File: src/rtl/nibble_serial_sequencer.sv
// nibble_serial_sequencer
// Adds two NIBBLES*4-bit operands one nibble per cycle through an external
// combinational 4-bit adder, rippling the carry through a local register.
// Optional build macro SUB_MODE_EN adds an in_sub input that turns the
// operation into A - B (B inverted, carry forced to 1 at capture).
module nibble_serial_sequencer #(
  parameter int NIBBLES = 4
) (
  input  logic                   clk,
  input  logic                   rst_n,
  input  logic                   in_valid,
  output logic                   in_ready,
  input  logic [4*NIBBLES-1:0]   in_a,
  input  logic [4*NIBBLES-1:0]   in_b,
  input  logic                   in_cin,
`ifdef SUB_MODE_EN
  input  logic                   in_sub,
`endif
  output logic [3:0]             add_a,
  output logic [3:0]             add_b,
  output logic                   add_cin,
  input  logic [3:0]             add_sum,
  input  logic                   add_cout,
  output logic                   out_valid,
  input  logic                   out_ready,
  output logic [4*NIBBLES-1:0]   out_sum,
  output logic                   out_cout,
  output logic                   busy
);

  localparam int W     = 4 * NIBBLES;
  localparam int IDX_W = (NIBBLES > 1) ? $clog2(NIBBLES) : 1;
  localparam logic [IDX_W-1:0] IDX_LAST = IDX_W'(NIBBLES - 1);

  typedef enum logic [1:0] {
    IDLE = 2'd0,
    RUN  = 2'd1,
    DONE = 2'd2
  } state_t;

  state_t           state_q, state_d;
  logic [W-1:0]     a_q, a_d;
  logic [W-1:0]     b_q, b_d;
  logic             carry_q, carry_d;
  logic [IDX_W-1:0] idx_q, idx_d;
  logic [W-1:0]     sum_q, sum_d;
  logic             cout_q, cout_d;

  logic             sub_sel;
  logic             idx_last;

`ifdef SUB_MODE_EN
  assign sub_sel = in_sub;
`else
  assign sub_sel = 1'b0;
`endif

  assign idx_last = (idx_q == IDX_LAST);

  // State register; reset aborts any operation in flight.
  always_ff @(posedge clk or negedge rst_n) begin
    if (!rst_n) begin
      state_q <= IDLE;
    end else begin
      state_q <= state_d;
    end
  end

  // Next-state logic: accept in IDLE, step nibbles in RUN, hand off in DONE.
  always_comb begin
    state_d = state_q;
    case (state_q)
      IDLE:    if (in_valid) state_d = RUN;
      RUN:     if (idx_last) state_d = DONE;
      DONE:    if (out_ready) state_d = IDLE;
      default: state_d = IDLE;
    endcase
  end

  // Outputs decoded from state; adder inputs are quiet outside RUN.
  always_comb begin
    in_ready  = (state_q == IDLE);
    out_valid = (state_q == DONE);
    busy      = (state_q == RUN) || (state_q == DONE);
    add_a     = 4'h0;
    add_b     = 4'h0;
    add_cin   = 1'b0;
    if (state_q == RUN) begin
      add_a   = a_q[idx_q*4 +: 4];
      add_b   = b_q[idx_q*4 +: 4];
      add_cin = carry_q;
    end
  end

  // Datapath next state: capture operands, then fold in one adder nibble per cycle.
  always_comb begin
    a_d     = a_q;
    b_d     = b_q;
    carry_d = carry_q;
    idx_d   = idx_q;
    sum_d   = sum_q;
    cout_d  = cout_q;
    case (state_q)
      IDLE: begin
        if (in_valid) begin
          a_d    = in_a;
          idx_d  = '0;
          // Clear the previous result so no stale nibbles show while running.
          sum_d  = '0;
          cout_d = 1'b0;
          if (sub_sel) begin
            b_d     = ~in_b;
            carry_d = 1'b1;
          end else begin
            b_d     = in_b;
            carry_d = in_cin;
          end
        end
      end
      RUN: begin
        sum_d[idx_q*4 +: 4] = add_sum;
        carry_d             = add_cout;
        if (idx_last) begin
          idx_d  = '0;
          cout_d = add_cout;
        end else begin
          idx_d  = idx_q + IDX_W'(1);
        end
      end
      default: ;
    endcase
  end

  // Datapath registers, all cleared by reset.
  always_ff @(posedge clk or negedge rst_n) begin
    if (!rst_n) begin
      a_q     <= '0;
      b_q     <= '0;
      carry_q <= 1'b0;
      idx_q   <= '0;
      sum_q   <= '0;
      cout_q  <= 1'b0;
    end else begin
      a_q     <= a_d;
      b_q     <= b_d;
      carry_q <= carry_d;
      idx_q   <= idx_d;
      sum_q   <= sum_d;
      cout_q  <= cout_d;
    end
  end

  assign out_sum  = sum_q;
  assign out_cout = cout_q;

endmodule

File: config.mk
export PLATFORM = sky130hd
export DESIGN_NAME = nibble_serial_sequencer
export DESIGN_NICKNAME = d
export VERILOG_FILES = /design/src/rtl/nibble_serial_sequencer.sv
export SDC_FILE = /design/constraint.sdc
export NUM_CORES = 1
export LEC_CHECK = 0
export CAP_MARGIN = 30
export CORE_MARGIN = 4
export CORE_UTILIZATION = 48
export DETAILED_ROUTE_END_ITERATION = 7
export GPL_TIMING_DRIVEN = 0
export PLACE_DENSITY = 0.8
export RECOVER_POWER = 100
export SLEW_MARGIN = 5
export SYNTH_ARGS = -nofsm -noshare
export SYNTH_HDL_FRONTEND = slang
export SYNTH_SLANG_ARGS = --single-unit
File: constraint.sdc
create_clock -name clk -period 2.4 [get_ports clk]
set_clock_uncertainty 0.2 [all_clocks]
set_input_delay 0.36 -clock clk [delete_from_list [all_inputs] [get_ports clk]]
set_output_delay 0.36 -clock clk [all_outputs]
set_load 0.02 [all_outputs]
## Word-level counts from Yosys, hierarchy flattened

Index checks and enable logic that the tools add are counted.
W data, S select, Z words.

| storage, ports and cells | value |
|---|---|
| flip-flop bits (word level) | 54 |
| bits in latches | 0 |
| memory bits (writable) | 0 |
| ROM bits | 0 |
| logic and storage cells | 44 |
| memories | 0 |

| operators by class | value |
|---|---|
| add/subtract/negate cells | 2 |
| multiply operators | 0 |
| div/mod/pow operators | 0 |
| $lt $le $gt $ge | 0 |
| equality and inequality tests | 6 |
| shifts and indexed selects | 4 |
| muxes and demuxes | 18 |
| bitwise gates (word level) | 0 |
| reductions and logical operators | 7 |

Operator list:

| operator | number |
|---|---|
| $neg A4 Y34 | 1 |
| $shift A4 B34 Y16 const A | 1 |
| $shiftx A4 B34 Y16 | 1 |
| $pmux W16 S2 | 1 |
| $shiftx A16 B5 Y4 | 2 |
| $bwmux W16 | 1 |
| $mux W16 | 1 |
| $mux W2 | 5 |
| $mux W4 | 2 |
| $pmux W2 S3 | 1 |
| $reduce_and A3 Y1 | 2 |
| $eq A2 B2 Y1 const B | 2 |
| $mux W1 | 4 |
| $ne A2 B2 Y1 const B | 2 |
| $pmux W1 S2 | 2 |
| $pmux W2 S2 | 1 |
| $reduce_and A2 Y1 | 2 |
| $add A2 B1 Y2 const B | 1 |
| $eq A2 B1 Y1 const B | 1 |
| $logic_not A2 Y1 | 1 |
| $ne A2 B1 Y1 const B | 1 |
| $reduce_bool A2 Y1 | 1 |
| $logic_or A1 B1 Y1 | 1 |

## Depth between registers and ports, before layout

| logic depth | value |
|---|---|
| depth after elaboration | 4 |
| gate-level depth with buffers | 7 |

## Least setup slack after synthesis

Ideal clock, no wire load.

| timing path | value |
|---|---|
| kind | register -> register |
| start | register idx_q[1] |
| end | register sum_q[10], in the netlist out_sum[10] |
| setup time | 0.078 ns |
| arrival time | 1.747 ns |
| path slack | 0.376 ns |
| cell stages (with the launch flop) | 7 |
| cell sequence | dfrtp_1 > clkbuf_1 > inv_1 > ha_1 > nand2_1 > or4_4 > o2bb2ai_1 |

| between the ends | value |
|---|---|
| word-level cells in the longest chain between the ends | 4 |
| elaborated cells on any way between the ends | 5 |
| those cells by class | add/sub (1); shift (2); mux (2) |

RTL lines:

| what | line | RTL |
|---|---|---|
| from (decl) | 45 | `logic [IDX_W-1:0] idx_q, idx_d;` |
| from (signal assigned) | 147 | `idx_q <= idx_d;` |
| $neg A4 Y34 (*) | 121 | `sum_d[idx_q*4 +: 4] = add_sum;` |
| $shiftx A4 B34 Y16 / $shift A4 B34 Y16 (equally long branches) | 121 |  |
| $bwmux W16 (*) | 121 |  |
| $pmux W16 S2 (*) | 103 | `case (state_q)` |
| to (signal assigned) | 148 | `sum_q <= sum_d;` |
| to (decl) | 46 | `logic [W-1:0] sum_q, sum_d;` |

Every way passes the cells marked *; elsewhere a longest branch is shown, timed or not.
A chain may end at the register's enable or synchronous reset.

## Worst setup path in the final report

| timing path | value |
|---|---|
| start | register idx_q[0] |
| end | output port add_b[1] |

| between the ends | value |
|---|---|
| word-level cells in the longest chain between the ends | 2 |

RTL lines:

| what | line | RTL |
|---|---|---|
| $shiftx A16 B5 Y4 | 90 | `add_b = b_q[idx_q*4 +: 4];` |
| $mux W4 | 88 | `if (state_q == RUN) begin` |
| to (decl) | 20 | `output logic [3:0] add_b,` |

Every way passes these cells.

==> impl_metrics.csv <==
group,metric,value,unit
sta,final.setup.tns,0,ns
placement,dp_hpwl,4260,um
floorplanning,io_pins,71,
pwr,p_leak,1.56,nW
sta,maxSlewViolCount,0,
setup_path,rrSetupSlack,0.22,ns
detailed_routing,drc,0,
yosys,async_reset_ff_share,100,%
setup_path,start_kind,"flip-flop",
pwr,p_sw,1.50,mW
cts,cts_buffers,5,
placement,gp_congestion,0.800,
worst_hold_path,worstHoldPathType,"reg -> reg",
detailed_routing,wl_per_cell,16.3,um
pwr,p_seq_share,35.5,%
sta,hold_viol,0,
cells_and_area,nets,323,
worst_hold_path,holdCritStartpoint,"out_sum[15]",
yosys,syn_area,2610,um2
setup_path,worstSetupPathType,"reg -> out",
floorplanning,core_area,5200,um2
pwr,clockPowerShare,14.6,%
placement,io_buffers,70,
flow_run,max_cap_violations,0,
placement,dp_slack,-0.156,ns
pwr,p_sw_share,36.7,%
setup_path,worstPathRequired,1.84,ns
cells_and_area,syn_to_final_growth,33.5,%
global_route,gr-total-overflow,0,
detailed_routing,drtIter0Drc,83,
cells_and_area,drive_gt1_share,22.6,%
global_route,antenna_found_initial,0,
pwr,pwr-share-comb,49.8,%
sta,tightestPinTransition,0.848,ns
floorplanning,initial_core_util,50.2,%
yosys,synth_edf_count,0,
pwr,power.internal,2.59,mW
setup_path,cp-end-kind,"output pin",
sta,slew_headroom,43.5,%
sta,setup_violations,0,
setup_path,ff2ff_path_depth,7,
global_route,grt_pass1_wl,9410,um
worst_hold_path,min_to,"out_sum[15]",
yosys,synthCells,194,
pwr,ir_drop,0.555,mV
yosys,synth_cell_types,26,
cells_and_area,post-route-util,67.0,%
sta,rsz0062_at_grt,"false",
cells_and_area,diodes,0,
detailed_routing,viasPerCell,5.36,
global_route,grt_max_degree,39,
floorplanning,die_h,81.8,um
cts,clkLatencyLatePin,0.30,ns
setup_path,r2r-end,"out_sum[8]",
floorplanning,die_area,6690,um2
yosys,syn_nets,244,
setup_path,arrival,1.73,ns
yosys,ys_ff_latch,54,
detailed_routing,routed_wl,5610,um
cts,cts_tree,"done",
cts,ctsRootBufferMaster,"clkbuf_8",
cts,htree_levels,2,
setup_path,worstPathMaxFanout,6,
cts,clkTransAtPathRegs,0.10,ns
yosys,yosysWarningCount,0,
detailed_routing,dr.pass1.iters,4,
cts,clockBufferDepth,2,
detailed_routing,postRouteAntennaNets,0,
floorplanning,rows,26,
pwr,powerDensity,1170,nW/um2
sta,fin_ws,0.110,ns
setup_path,reg2reg_from,"idx_q[0]",
yosys,synth_top_flop_cell,"dfrtp_1",
sta,min_period_over_period,95.4,%
floorplanning,die_w,81.8,um
global_route,grt_use_total,18.6,%
yosys,syn_area_per_cell,13.5,um2
outcome,status,"finished, final reports clean",
sta,fmax,0.437,GHz
worst_hold_path,min_path_cells,1,
global_route,grt_pass1_vias,1979,
cts,cts.sinks,54,
yosys,seq_area_frac_synth,51.7,%
detailed_routing,vias,1843,
sta,period_minus_slack,2.29,ns
## area by class of cell
| class | instances | area, um2 |
|---|---|---|
| Multi-Input combinational cell | 122 | 1170 |
| Inverter | 10 | 37.5 |
| Fill cell | 436 | 1720 |
| Buffer | 6 | 41.3 |
| Sequential cell | 54 | 1350 |
| Clock buffer | 5 | 68.8 |
| Clock inverter | 3 | 40.0 |
| Tap cell | 70 | 87.6 |
| Timing Repair Buffer | 74 | 689 |
## layout by cell type (no fill, tap or decap), types with 6 or more instances in the layout
cell	Yosys	routed
o2bb2ai_1	8	8
clkbuf_2	0	7
mux4_1	8	8
mux2_2	36	36
nand3_1	14	14
inv_1	10	10
nor2_1	6	6
dlygate4sd3_1	0	20
dfrtp_1	54	52
ha_1	8	8
nand2_1	8	8
clkdlybuf4s50_1	0	41
## through the flow
step           hold slack (ns)  power, mW  std cells  cell area (um2)
6_report                 0.295       4.09        344             3490
5_1_grt                  0.314       4.39        344             3490
4_1_cts                  0.306       4.24        344             3550
3_5_place_dp             0.101       3.65        335             3420
3_3_place_gp             0.276       3.58        334             3400
2_1_floorplan           -0.136       2.91        194             2610
## cell usage after synthesis, types with 2 or more instances
cell,count,area (um2)
a31oi_1,4,25.0
buf_6,2,22.5
and2_1,9,56.3
dfrtp_1,54,1350
o21a_1,2,15.0
inv_1,10,37.5
o21ai_0,3,15.0
nor2_1,6,22.5
nand2b_1,4,25.0
mux2_2,36,405
o2bb2ai_1,8,70.1
buf_2,3,15.0
clkbuf_1,3,11.3
mux2i_1,4,40.0
ha_1,8,100
nand2_1,8,30.0
nand3_1,14,70.1
mux4_1,8,210
## state kept, by name, indices dropped and copies added, names as in the netlist
name and cells:
b_q 16, out_cout 1, a_q 16, idx_q 2, state_q 2, out_sum 16
carry_q 1
## worst max-delay path by stage
stage          cells past startpoint  startpoint           to  slack (ns)
2_1_floorplan                      6    idx_q[1]  out_sum[10]        0.38
3_3_place_gp                       1       rst_n       a_q[6]       -0.83
3_5_place_dp                       4    idx_q[0]     add_b[1]       -0.16
4_1_cts                            4    idx_q[0]     add_a[0]       0.006
5_1_grt                            4    idx_q[0]     add_b[1]        0.03
6_report                           4    idx_q[0]     add_b[1]        0.11
## per-layer routing
layer	vias up	global-route usage (%)	part of all wire [%]
li1	856	-	-
met1	927	22.4	41
met2	58	33.1	53
met3	2	5.70	6.3
met4	0	2.99	0.21
met5	-	0	0
## what timing repair did
| action | CTS | global route |
|---|---|---|
| hold endpoints to repair | 16 | 0 |
| endpoints found under the setup margin | 13 | 10 |
| setup buffers | 2 | 0 |
| gates resized for setup | 24 | 10 |
| hold buffers | 1 | 0 |
## critical path: stages, from the launching register on
cell and delay (ns):
dfrtp_2 0.41, buf_8 0.13, mux4_1 0.53, and2_0 0.19
buf_2 0.16
## cell families after synthesis
group	after synthesis	share of synthesized area, %
AOI/OAI and AO/OA	19	5.36
adders and majority gates	8	3.83
buffers and inverters	18	3.30
DFF	54	51.7
muxes	49	25.7
and+or+nand+nor	46	10.1
## power groups by stage
stage / Combinational [mW] / Clock, mW / Sequential, mW
final: 2.04 / 0.597 / 1.45
after global routing: 2.24 / 0.656 / 1.50
after CTS: 2.17 / 0.612 / 1.46
after detailed placement: 2.18 / 0 / 1.47
after global placement: 2.13 / 0 / 1.45
after floorplan: 1.46 / 0 / 1.45
No activity file was read; power rests on OpenSTA's default activity.
